===== config.mk =====
export PLATFORM = sky130hd
export DESIGN_NAME = rand_req_arbiter_flat
export DESIGN_NICKNAME = d
export VERILOG_FILES = /design/src/rtl/rand_req_arbiter_if.sv /design/src/rtl/rand_req_arbiter.sv /design/src/flat_wrapper.sv
export SDC_FILE = /design/constraint.sdc
export NUM_CORES = 1
export LEC_CHECK = 0
export ABC_AREA = 1
export BUFFER_PORTS_ARGS = -buffer_cell sky130_fd_sc_hd__buf_4
export CAP_MARGIN = 30
export CORE_MARGIN = 10
export CORE_UTILIZATION = 47
export CTS_CLUSTER_DIAMETER = 60
export DETAILED_ROUTE_END_ITERATION = 7
export PLACE_DENSITY = 0.81
export SLEW_MARGIN = 15
export SYNTH_ARGS = -nofsm -noshare
export SYNTH_HDL_FRONTEND = slang
export SYNTH_SLANG_ARGS = --single-unit

===== constraint.sdc =====
create_clock -name clk -period 1.3 [get_ports clk]
set_input_delay 0 -clock clk [delete_from_list [all_inputs] [get_ports clk]]
set_output_delay 0 -clock clk [all_outputs]
set_load 0.05 [all_outputs]

===== src/rtl/rand_req_arbiter_if.sv =====
// Request/result bundle between the game-logic requesters, the LFSR and rand_req_arbiter.
interface rand_req_arbiter_if #(
  parameter int NREQ  = 4,
  parameter int WIDTH = 6
);
  logic [15:0]      rnd;
  logic [NREQ-1:0]  req;
  logic [NREQ-1:0]  gnt;
  logic [WIDTH-1:0] value;
  logic             valid;
  logic             busy;
  logic             lfsr_lock;

  modport master (
    output rnd, req,
    input  gnt, value, valid, busy, lfsr_lock
  );

  modport slave (
    input  rnd, req,
    output gnt, value, valid, busy, lfsr_lock
  );
endinterface


===== src/rtl/rand_req_arbiter.sv =====
// Round-robin arbiter returning LFSR samples rejection-bounded to [0, LIMIT).
// Define RNG_RETRY_CAP_EN to fold (cand - LIMIT) after MAX_TRIES rejections instead of retrying forever.
module rand_req_arbiter #(
  parameter int NREQ      = 4,
  parameter int WIDTH     = 6,
  parameter int LIMIT     = 40,
  parameter int MAX_TRIES = 8
) (
  input logic               clk,
  input logic               reset,
  rand_req_arbiter_if.slave bus
);
  localparam int                IDX_W    = (NREQ > 1) ? $clog2(NREQ) : 1;
  localparam logic [WIDTH:0]    LIMIT_W  = (WIDTH+1)'(LIMIT);
  localparam logic [WIDTH-1:0]  LIMIT_N  = WIDTH'(LIMIT);
  localparam logic [IDX_W-1:0]  LAST_IDX = IDX_W'(NREQ-1);

  if (NREQ < 2 || NREQ > 8) begin : gNreqCheck
    $error("rand_req_arbiter: NREQ must be 2..8");
  end
  if (LIMIT <= (1 << (WIDTH-1)) || LIMIT > (1 << WIDTH)) begin : gLimitCheck
    $error("rand_req_arbiter: LIMIT must satisfy 2^(WIDTH-1) < LIMIT <= 2^WIDTH");
  end
  if (MAX_TRIES < 1) begin : gTriesCheck
    $error("rand_req_arbiter: MAX_TRIES must be at least 1");
  end

  typedef enum logic [1:0] {IDLE, SAMPLE, DONE} state_e;

  state_e           state_q, state_d;
  logic [IDX_W-1:0] rrPtr_q, rrPtr_d;
  logic [IDX_W-1:0] winIdx_q, winIdx_d;
  logic [IDX_W-1:0] winSel;
  logic             winFound;
  logic [WIDTH-1:0] value_q, value_d;
  logic [WIDTH-1:0] cand;
  logic             candOk;
  logic             lock_q, lock_d;
  logic             validW;
`ifdef RNG_RETRY_CAP_EN
  localparam int TRY_W = $clog2(MAX_TRIES+1);
  logic [TRY_W-1:0] tries_q, tries_d;
`endif

  assign cand   = bus.rnd[WIDTH-1:0];
  assign candOk = {1'b0, cand} < LIMIT_W;

  // Scan from the highest offset down so the nearest requester at/after rrPtr_q wins.
  always_comb begin : pickWinner
    int idx;
    logic [IDX_W-1:0] idxCut;
    winFound = 1'b0;
    winSel   = '0;
    idx      = 0;
    idxCut   = '0;
    for (int k = NREQ-1; k >= 0; k--) begin
      idx = int'(rrPtr_q) + k;
      if (idx >= NREQ) idx = idx - NREQ;
      idxCut = IDX_W'(idx);
      if (bus.req[idxCut]) begin
        winFound = 1'b1;
        winSel   = idxCut;
      end
    end
  end

  always_comb begin : nextState
    state_d  = state_q;
    rrPtr_d  = rrPtr_q;
    winIdx_d = winIdx_q;
    value_d  = value_q;
    lock_d   = lock_q | (bus.rnd == 16'hFFFF);
`ifdef RNG_RETRY_CAP_EN
    tries_d  = tries_q;
`endif
    unique case (state_q)
      IDLE: begin
        if (winFound) begin
          winIdx_d = winSel;
`ifdef RNG_RETRY_CAP_EN
          tries_d  = '0;
`endif
          state_d  = SAMPLE;
        end
      end
      SAMPLE: begin
        if (!bus.req[winIdx_q]) begin
          state_d = IDLE;
        end else if (candOk) begin
          value_d = cand;
          state_d = DONE;
        end
`ifdef RNG_RETRY_CAP_EN
        else if (tries_q == TRY_W'(MAX_TRIES-1)) begin
          value_d = cand - LIMIT_N;
          state_d = DONE;
        end else begin
          tries_d = tries_q + 1'b1;
        end
`endif
      end
      DONE: begin
        rrPtr_d = (winIdx_q == LAST_IDX) ? '0 : winIdx_q + 1'b1;
        state_d = IDLE;
      end
      default: state_d = IDLE;
    endcase
  end

  always_ff @(posedge clk) begin
    if (reset) begin
      state_q  <= IDLE;
      rrPtr_q  <= '0;
      winIdx_q <= '0;
      value_q  <= '0;
      lock_q   <= 1'b0;
`ifdef RNG_RETRY_CAP_EN
      tries_q  <= '0;
`endif
    end else begin
      state_q  <= state_d;
      rrPtr_q  <= rrPtr_d;
      winIdx_q <= winIdx_d;
      value_q  <= value_d;
      lock_q   <= lock_d;
`ifdef RNG_RETRY_CAP_EN
      tries_q  <= tries_d;
`endif
    end
  end

  // Every output decodes registered state only; nothing flows through from req or rnd.
  assign validW        = (state_q == DONE);
  assign bus.valid     = validW;
  assign bus.busy      = (state_q != IDLE);
  assign bus.gnt       = validW ? (NREQ'(1) << winIdx_q) : '0;
  assign bus.value     = value_q;
  assign bus.lfsr_lock = lock_q;
endmodule


===== src/flat_wrapper.sv =====
// flat-port wrapper written by rule: the top's interface ports become plain ports
module rand_req_arbiter_flat 
#(
  parameter int NREQ      = 4,
  parameter int WIDTH     = 6,
  parameter int LIMIT     = 40,
  parameter int MAX_TRIES = 8
)
  (clk, reset, bus_rnd, bus_req, bus_gnt, bus_value, bus_valid, bus_busy, bus_lfsr_lock);
  rand_req_arbiter_if #(.NREQ(NREQ), .WIDTH(WIDTH)) bus_i ();
  input logic clk;
  input logic reset;
  input wire logic [$bits(bus_i.rnd)-1:0] bus_rnd;
  input wire logic [$bits(bus_i.req)-1:0] bus_req;
  output wire logic [$bits(bus_i.gnt)-1:0] bus_gnt;
  output wire logic [$bits(bus_i.value)-1:0] bus_value;
  output wire logic [$bits(bus_i.valid)-1:0] bus_valid;
  output wire logic [$bits(bus_i.busy)-1:0] bus_busy;
  output wire logic [$bits(bus_i.lfsr_lock)-1:0] bus_lfsr_lock;
  assign bus_i.rnd = bus_rnd;
  assign bus_i.req = bus_req;
  assign bus_gnt = bus_i.gnt;
  assign bus_value = bus_i.value;
  assign bus_valid = bus_i.valid;
  assign bus_busy = bus_i.busy;
  assign bus_lfsr_lock = bus_i.lfsr_lock;
  rand_req_arbiter #(.NREQ(NREQ), .WIDTH(WIDTH), .LIMIT(LIMIT), .MAX_TRIES(MAX_TRIES)) u_core (.clk(clk), .reset(reset), .bus(bus_i));
endmodule

==> results of run 1 <==
## kinds of logic after synthesis
kind of cell    synth area share, %
buf+inv                       10.80
simple gates                  43.89
flops                         29.55
fa+ha+maj                     5.682
compound gates                10.09
## cells in the final DEF (no fill, tap or decap)
cell type,synthesis,routed
buf_6,1,5
o21ai_0,7,2
clkinvlp_4,0,1
inv_1,19,11
o211ai_1,1,1
clkbuf_1,0,1
and2_4,2,2
buf_8,0,4
a21oi_2,1,4
clkbuf_4,0,3
nor4_1,1,1
buf_4,0,38
nand3_1,5,5
ha_1,4,1
inv_2,1,7
o21ai_2,0,2
dlygate4sd3_1,0,6
nand2_1,37,27
nor2_1,25,17
ha_2,0,1
nand2_2,9,19
a211oi_2,0,1
a21oi_1,6,3
dfxtp_4,0,2
o21ai_1,0,3
nor2_4,1,6
dfxtp_2,0,4
dfxtp_1,13,7
inv_4,0,1
nor2_2,2,5
nand4_1,4,4
inv_6,1,1
ha_4,0,2
## worst min-delay path: stages
cell and delay (ps):
buf_4 100, o21ai_0 80, nor2_1 110
## state kept, by name (all words and copies together), names as in the netlist
register              count
u_core.bus.lfsr_lock      1
u_core.state_q            2
u_core.bus.value          6
u_core.winIdx_q           2
u_core.rrPtr_q            2
## timing repair
action	CTS	global route
hold endpoints to repair	9	1
pin swaps	5	14
setup buffers	5	1
gates resized for setup	35	24
endpoints found under the setup margin	12	15
hold buffers	5	1
## power breakdown
part | switching (mW) | total (mW) | leakage [nW] | internal [mW]
registers | 0.0470 | 0.487 | 0.109 | 0.440
clock network | 0.158 | 0.278 | 0.0150 | 0.120
logic | 0.433 | 0.709 | 0.597 | 0.277
total | 0.638 | 1.47 | 0.721 | 0.837
## metal layers
layer / routed length [µm] / part of all wire, %
met1: 1408 / 33
met2: 2219 / 52
met3: 377 / 8.8
met4: 274 / 6.4
met5: 0 / 0
## worst min-delay path by stage
stage | start | to | slack (ps) | cells after the start
after floorplan | reset | u_core.bus.value[3] | 70 | 1
after global placement | reset | u_core.bus.value[3] | 220 | 2
after detailed placement | reset | u_core.state_q[0] | 230 | 2
after CTS | bus_rnd[4] | u_core.bus.value[4] | 2 | 3
after global routing | bus_rnd[5] | u_core.bus.value[5] | 40 | 3
final | bus_rnd[5] | u_core.bus.value[5] | 40 | 3
## layout make-up
cell class	instances	area [µm²]
Tap cell	25	31.28
Fill cell	91	216.5
Clock buffer	4	26.28
Timing Repair Buffer	53	461.7
Inverter	21	90.09
Multi-Input combinational cell	106	646.9
Sequential cell	13	272.8
==> impl_results.md, run 1 <==
- Status: finished, violations left
- Failing checks: negative setup slack
- CTS H-tree lvls: 1
- Starting Density: 50.47%
- Slowest CP cell: dfxtp_2
- Die area: 4006 µm²
- Synth Instances: 141
- Post-synth EDFFs: 0
- Post-Place Cells: 206
- Ys async rst share: 0%
- Synth top area cells: dfxtp_1, nand2_1, nor2_1
- I/O Pins: 35
- Least-Margin Pin Slew: 329.0 ps
- Fin area: 1529 µm²
- Worst EP arrival: 1670 ps
- Top FF cell, synth: dfxtp_1
- Cell Chain, Critical Path: inv_2 -> nand2_1 -> nand2_2 -> nand2_1 -> nand2_2 -> nor2_2 -> a21oi_2 -> nand2_1 -> nor2_1 -> nor2_1
- Antenna violations before repair: 0
- Synth top area share: 29.55%
- First-pass GRT wire length: 5485 µm
- Max cap viols: 0
- WP data required: 1480 ps
- Die Ht: 63.29 µm
- Worst setup margin: -195.0 ps
- Crit path capture type: flop
- Global-route usage over all layers: 16.95%
- Pre-CTS setup slack: -131.9 ps
- Final Hold Violating Endpoints: 0
- Non-Filler Instances: 222
- CP startpoint kind: flop
- Initial DRC Count: 108
- Pre-antenna DRT Iters: 6
- Clk Latency, worst-skew pair: 300 ps
- Cell Area, Synth: 880.8 µm²
- ANT cells: 0
- Total power: 1.474 mW
- Core area: 1745 µm²
- IO Port Bufs: 34
- Largest net degree at the start of global routing: 9
- FMAX: 668.9 MHz
- Crit-path most repeated cell: nand2_1
- Register area share after synthesis: 29.55%
- Final Max Tran Viols: 0
- Final Critical Period: 1495 ps
- Grt met2 use: 32.23%
- Global placer's final weighted congestion: 0.8320
- CP endpoint: u_core.winIdx_q[0]
- Vias in the first global route: 1218
- Worst setup path startpoint: u_core.rrPtr_q[1]
- Layout Nets: 224
- Final hold slack: 38.61 ps
- #FFs+latches synth: 13
- Slew margin rel.: 77.87%
- DP Area: 1246 µm²
- Pwr/cell area: 964.2 nW/µm²
- Setup_tns: -835.8 ps
- GR Overflow Total: 0
- WL/cell: 19.27 µm
- Clock root buffer: clkbuf_4
- Crit Path Category: flop to flop
- # DRC: 0
- Share of cells above drive strength 1: 54.82%
- Area Overhead vs Synth: 73.58%
- Syn_nets: 167
- DIE WIDTH: 63.29 µm
- Final core occ: 87.60%
- Reg2Reg Depth: 10
- GR Util met1: 15.42%
- Syn_area_per_cell: 6.247 µm²
- Row cnt: 15
- Reg-to-reg slack, setup: -200 ps
- YS warnings: 0
- RSZ-0062 raised after global routing: true
- HPWL Detailed: 2367 µm
- Cell with the most instances after synthesis: nand2_1
- Final setup vio count: 11
- R2R Path End: u_core.winIdx_q[0]
- Total Wirelength: 4279 µm
- Final ANT Viol Nets: 0
- CTS tree: yes
- Synth top cells by count: nand2_1, nor2_1, inv_1
- Hold Path Class: input pin to flop
- Number of CTS-inserted buffers: 3
- VDD IR-drop max: 759.4 µV
- WP buf/inv: 1
- Crit path depth: 10
- Netlist cell types: 20
- Clock Sink Count: 13
- Top Usage Layer GRT: met2
- Area leader, netlist: dfxtp_1
- LEAKAGE: 0.7214 nW
- Met3 Usage GRT: 5.124%
- Clk_skew: 17.45 ps
- Via count: 1249
- Clk buf depth: 2
- Delay-heaviest family, CP: simple AND/OR/NAND/NOR gates
- RR Startpoint: u_core.rrPtr_q[1]
- DR vias/cell: 5.626
- Clk slew on worst S/H paths: 100 ps
- Largest stage delay on the critical path: 370 ps
- CP Max Fanout: 5
- Tcrit/Tclk final: 115.0%
(Power assumes the default switching activity.)
==> run 2, diff against run 1 <==
--- a/config.mk
+++ b/config.mk
@@ -8,11 +8,13 @@
 export ABC_AREA = 1
 export BUFFER_PORTS_ARGS = -buffer_cell sky130_fd_sc_hd__buf_4
 export CAP_MARGIN = 30
+export CORE_ASPECT_RATIO = 2
 export CORE_MARGIN = 10
-export CORE_UTILIZATION = 47
+export CORE_UTILIZATION = 30
 export CTS_CLUSTER_DIAMETER = 60
 export DETAILED_ROUTE_END_ITERATION = 7
-export PLACE_DENSITY = 0.81
+export MAX_ROUTING_LAYER = met4
+export PLACE_DENSITY = 0.57
 export SLEW_MARGIN = 15
 export SYNTH_ARGS = -nofsm -noshare
 export SYNTH_HDL_FRONTEND = slang
==> constraint.sdc (replaced) <==
create_clock -name clk -period 1.3 [get_ports clk]
set_input_delay 0.26 -clock clk [delete_from_list [all_inputs] [get_ports clk]]
set_output_delay 0.26 -clock clk [all_outputs]
set_load 0.05 [all_outputs]
==> run 2 against run 1 <==
  * The run still ends with negative setup slack left
  * Combinational power decreased by 12%
  * Largest cell class unchanged
  * Non-clock buffer count decreased by 5
  * Largest power group unchanged
  * Worst setup slack got worse by 8.4 ps
  * Total power about the same
  * Highest routed layer unchanged
  * Clock skew decreased by 8.0 ps
==> impl_results.md, run 2 (same netlist as run 1, synthesis figures left out) <==
- ANT cells: 0 (unchanged)
- Vias in the first global route: 1155 (-5.2%)
- Tcrit/Tclk final: 115.7% (+0.65 points)
- Fin area: 1473 µm² (-3.7%)
- Worst EP arrival: 1240 ps (-430 ps)
- I/O Pins: 35 (unchanged)
- Most frequent cells in the layout: buf_4, nand2_1, inv_1, nor2_1, nand2_2
- Total power: 1.473 mW (about the same)
- Max cap viols: 0 (unchanged)
- HPWL Detailed: 2458 µm (+3.8%)
- WL/cell: 12.97 µm (-33%)
- Worst setup path startpoint: u_core.winIdx_q[0]
- DP Area: 1294 µm² (+3.8%)
- RSZ-0062 raised after global routing: true
- Least-Margin Pin Slew: 383.7 ps (+54.75 ps)
- Hold-fix buffers, CTS: 0 (-5)
- CTS H-tree lvls: 1 (unchanged)
- Setup_tns: -775.9 ps (+59.84 ps)
- Share of cells above drive strength 1: 53.13% (-1.7 points)
- Failing checks: negative setup slack
- Final ANT Viol Nets: 0 (unchanged)
- Die Ht: 96.63 µm (+53%)
- Pre-CTS setup slack: -49.04 ps (+82.86 ps)
- Row cnt: 27 (+12)
- Largest register FFs: 6 (unchanged)
- Clk_skew: 9.452 ps (-7.996 ps)
- CTS tree: yes
- Largest net degree at the start of global routing: 9 (unchanged)
- WP data required: 1040 ps (-440 ps)
- Commonest non-fill, non-tap cell in the layout: buf_4
- Non-Filler Instances: 221 (-0.45%)
- Hold Path Class: input pin to flop
- CP startpoint kind: flop
- Final setup vio count: 5 (-6)
- Pre-antenna DRT Iters: 4 (-2)
- # DRC: 0 (unchanged)
- Clock root buffer: clkbuf_8
- Final Max Tran Viols: 0 (unchanged)
- Status: finished, violations left
- Final Critical Period: 1503 ps (+8.436 ps)
- Final hold slack: 244.9 ps (+206.3 ps)
- CP Max Fanout: 6 (+1)
- VDD IR-drop max: 623.6 µV (-18%)
- IO Port Bufs: 34 (unchanged)
- Crit Path Category: flop to output port
- Hold Path Origin: reset
- Total Wirelength: 2867 µm (-33%)
- DR vias/cell: 4.733 (-16%)
- FMAX: 665.1 MHz (-0.56%)
- Clock Sink Count: 13 (unchanged)
- Final core occ: 52.52% (-35 points)
- Starting Density: 31.41% (-19 points)
- Global-route usage over all layers: 10.67% (-6.3 points)
- Worst setup margin: -203.5 ps (-8.436 ps)
- Clk Latency, worst-skew pair: 250 ps (-50 ps)
- Final Hold Violating Endpoints: 0 (unchanged)
- Clk buf depth: 2 (unchanged)
- Slew margin rel.: 74.39% (-3.5 points)
- Post-Place Cells: 214 (+3.9%)
- First-pass GRT wire length: 4878 µm (-11%)
- Die area: 5635 µm² (+41%)
- Antenna violations before repair: 0 (unchanged)
- Layout Nets: 219 (-2.2%)
- RR Startpoint: u_core.rrPtr_q[0]
- Clk slew on worst S/H paths: 50 ps (-50 ps)
- Via count: 1046 (-16%)
- LEAKAGE: 0.7135 nW (-1.1%)
- Global placer's final weighted congestion: 0.8313 (about the same)
- Initial DRC Count: 27 (-75%)
- Pwr/cell area: 1000 nW/µm² (+3.8%)
- Area Overhead vs Synth: 67.19%
- GR Overflow Total: 0 (unchanged)
- Core area: 2804 µm² (+61%)
- DIE WIDTH: 58.32 µm (-7.9%)
- Crit path capture type: output port
- Number of CTS-inserted buffers: 3 (unchanged)
-- run 2: area by class of cell --
| cell class | count | area [µm²] |
|---|---|---|
| Clock inverter | 1 | 5.005 |
| Multi-Input combinational cell | 106 | 660.6 |
| Clock buffer | 3 | 41.29 |
| Timing Repair Buffer | 48 | 371.6 |
| Sequential cell | 13 | 271.5 |
| Inverter | 21 | 86.33 |
| Tap cell | 29 | 36.28 |
| Fill cell | 289 | 1331 |
-- run 2: timing repair --
item | CTS | global route
cloned | 0 | 0
buffers inserted | 2 | 2
pin swaps | 6 | 15
endpoints found under the setup margin | 12 | 16
resized for setup | 9 | 37
-- run 2: power by group --
group,leakage [nW],internal [mW],total [mW],switching (mW)
clock network,0.0255,0.211,0.360,0.149
registers,0.109,0.441,0.487,0.0461
logic,0.579,0.257,0.626,0.369
-- run 2: path summary, 6_finish.rpt --
path,cells after the start,endpoint,slack [ps]
setup reg to reg,11,u_core.winIdx_q[0],-20
hold / removal,2,u_core.state_q[0],240
hold reg to reg,2,u_core.bus.value[3],480
setup / recovery,5,bus_gnt[3],-200
-- run 2: worst max-delay path, cell delays in order (launching register included) --
cell and delay, ps:
dfxtp_4 360, buf_4 140, ha_1 190, inv_2 80, nor2_4 40, buf_4 190
-- run 2: per-layer routing --
layer,part of all wire (%),global-route usage [%]
met1,36,8.988
met3,6.4,3.137
met2,56,19.90
met4,2.2,4.710
met5,0,-
==> run 3, diff against run 2 <==
--- a/config.mk
+++ b/config.mk
@@ -8,11 +8,12 @@
 export ABC_AREA = 1
 export BUFFER_PORTS_ARGS = -buffer_cell sky130_fd_sc_hd__buf_4
 export CAP_MARGIN = 30
-export CORE_ASPECT_RATIO = 2
+export CORE_ASPECT_RATIO = 0.6
 export CORE_MARGIN = 10
 export CORE_UTILIZATION = 30
 export CTS_CLUSTER_DIAMETER = 60
 export DETAILED_ROUTE_END_ITERATION = 7
+export GPL_ROUTABILITY_DRIVEN = 0
 export MAX_ROUTING_LAYER = met4
 export PLACE_DENSITY = 0.57
 export SLEW_MARGIN = 15
==> run 3 against run 2 <==
  * The flow still finishes with violations (negative setup slack)
  * Largest power group unchanged
  * Via count grew 2.6%
  * Global-route usage shrank 1.6 points
  * Clock-buffer cell count is the same
  * Highest routed layer is now met3
  * Die area is 1.1% lower
==> impl_results.md, run 3 (same netlist as run 1, synthesis figures left out) <==
- Total Wirelength: 2975 µm (+3.8%)
- Initial DRC Count: 54 (+100%)
- Share of cells above drive strength 1: 56.92% (+3.8 points)
- Hold Path Class: input pin to flop
- Final ANT Viol Nets: 0 (unchanged)
- CTS tree: yes
- Non-Filler Instances: 237 (+7.2%)
- Crit-path most repeated cell: nor2_4
- Slew margin rel.: 81.66% (+7.3 points)
- Cell Chain, Critical Path: inv_2 -> nor2_4 -> clkinvlp_4 -> nor2_4 -> buf_8
- DR vias/cell: 4.527 (-4.3%)
- Crit Path Category: flop to output port
- Fin area: 1643 µm² (+12%)
- Crit path capture type: output port
- Global-route usage over all layers: 9.086% (-1.6 points)
- Tcrit/Tclk final: 119.5% (+3.9 points)
- First-pass GRT wire length: 4146 µm (-15%)
- HPWL Detailed: 2263 µm (-7.9%)
- Worst EP arrival: 1290 ps (+50 ps)
- Clk Latency, worst-skew pair: 250 ps (about the same)
- ANT cells: 0 (unchanged)
- Core area: 2834 µm² (+1.1%)
- Clk_skew: 4.127 ps (-5.325 ps)
- CP startpoint kind: flop
- Antenna violations before repair: 0 (unchanged)
- LEAKAGE: 0.7731 nW (+8.4%)
- DP Area: 1282 µm² (-0.87%)
- Commonest non-fill, non-tap cell in the layout: buf_4
- Worst setup margin: -253.7 ps (-50.22 ps)
- WP buf/inv: 3 (unchanged)
- Metal2 WL: 1523 µm (-4.8%)
- Least-Margin Pin Slew: 274.7 ps (-109.0 ps)
- Starting Density: 31.08% (-0.33 points)
- WL/cell: 12.55 µm (-3.2%)
- Clock Sink Count: 13 (unchanged)
- Clock root buffer: clkbuf_8
- Failing checks: negative setup slack
- Status: finished, violations left
- FMAX: 643.6 MHz (-3.2%)
- Largest stage delay on the critical path: 330 ps (-30 ps)
- Final setup vio count: 11 (+6)
- Top layer in use: met3
- Die area: 5575 µm² (-1.1%)
- Area Overhead vs Synth: 86.51%
- Via count: 1073 (+2.6%)
- Clk buf depth: 2 (unchanged)
- Pwr/cell area: 953.4 nW/µm² (-4.7%)
- Final Critical Period: 1554 ps (+50.22 ps)
- Delay-heaviest family, CP: buffers and inverters
- DIE WIDTH: 89.96 µm (+54%)
- GR Overflow Total: 0 (unchanged)
- Largest register FFs: 6 (unchanged)
- Most frequent cells in the layout: buf_4, nand2_1, nor2_1
- DRT met1 WL: 1395 µm (+37%)
- Max cap viols: 0 (unchanged)
- Final Hold Violating Endpoints: 0 (unchanged)
- Pre-antenna DRT Iters: 4 (unchanged)
- Final core occ: 57.97% (+5.4 points)
- Slowest CP cell: dfxtp_2
- WP data required: 1040 ps (about the same)
- CP Max Fanout: 5 (-1)
- Final Max Tran Viols: 0 (unchanged)
- Met3 routed WL: 57 µm (-69%)
- Row cnt: 15 (-44%)
- VDD IR-drop max: 570.4 µV (-8.5%)
- Largest net degree at the start of global routing: 9 (unchanged)
- CTS H-tree lvls: 1 (unchanged)
- IO Port Bufs: 34 (unchanged)
- Layout Nets: 222 (+1.4%)
- Clk slew on worst S/H paths: 60 ps (about the same)
- Post-Place Cells: 225 (+5.1%)
- RSZ-0062 raised after global routing: true
- # DRC: 0 (unchanged)
- Number of CTS-inserted buffers: 3 (unchanged)
- Vias in the first global route: 911 (-21%)
- Die Ht: 61.97 µm (-36%)
- Pre-CTS setup slack: -67.16 ps (-18.12 ps)
- I/O Pins: 35 (unchanged)
## run 3: cell types whose count changed in the layout (fill, tap and decap cells not counted), sizes merged
cell and change:
buf +3, clkinv +1, clkinvlp +1, inv -2
## run 3: final cells by class
class	instances	area, µm²
clock buffer	3	41.29
multi-input combinational	106	729.5
fill	255	1191
clock inverter	1	5.005
sequential	13	271.5
timing repair buffer	51	442.9
inverter	21	100.1
tap	42	52.55
## run 3: through the flow
stage	power (mW)	hold WS, ps	TNS (ps)
6_report	1.566	240.0	-1181
5_1_grt	1.655	246.1	-2200
3_5_place_dp	1.007	462.5	-345.4
2_1_floorplan	0.8186	329.1	-879.5
4_1_cts	1.401	238.9	-903.6
3_3_place_gp	0.9955	454.0	-72.16
## run 3: worst paths after layout
kind | end | depth (start not counted) | from | slack [ps]
worst min-delay path | u_core.bus.value[4] | 2 | reset | 240
worst max-delay path | bus_gnt[1] | 5 | u_core.state_q[1] | -250
worst min register to register | u_core.bus.value[4] | 2 | u_core.bus.value[4] | 480
worst max register to register | u_core.winIdx_q[1] | 11 | u_core.rrPtr_q[0] | -80
## run 3: power by group
part	switching, mW	internal [mW]
combinational	0.406	0.295
sequential	0.0456	0.440
clock	0.168	0.212
total	0.619	0.947
## run 3: timing repair
action,4_1_cts,5_1_grt
setup endpoints to repair,12,14
hold buffers,0,0
resized for setup,9,70
pin swaps,1,22
buffers inserted,1,7
## run 3: routing by layer
layer / track usage (%) / vias up
li1: - / 548
met1: 12.11 / 508
met2: 14.61 / 17
met3: 1.079 / 0
met4: 2.027 / 0
met5: - / -
## run 3: worst register-to-register path: cells and delay by family, from the launching register on
family                 cells  cell delay [ps]
AO/OA/AOI/OAI              1               80
flip-flops                 1              350
AND/OR/NAND/NOR            7              510
buffers and inverters      3              340
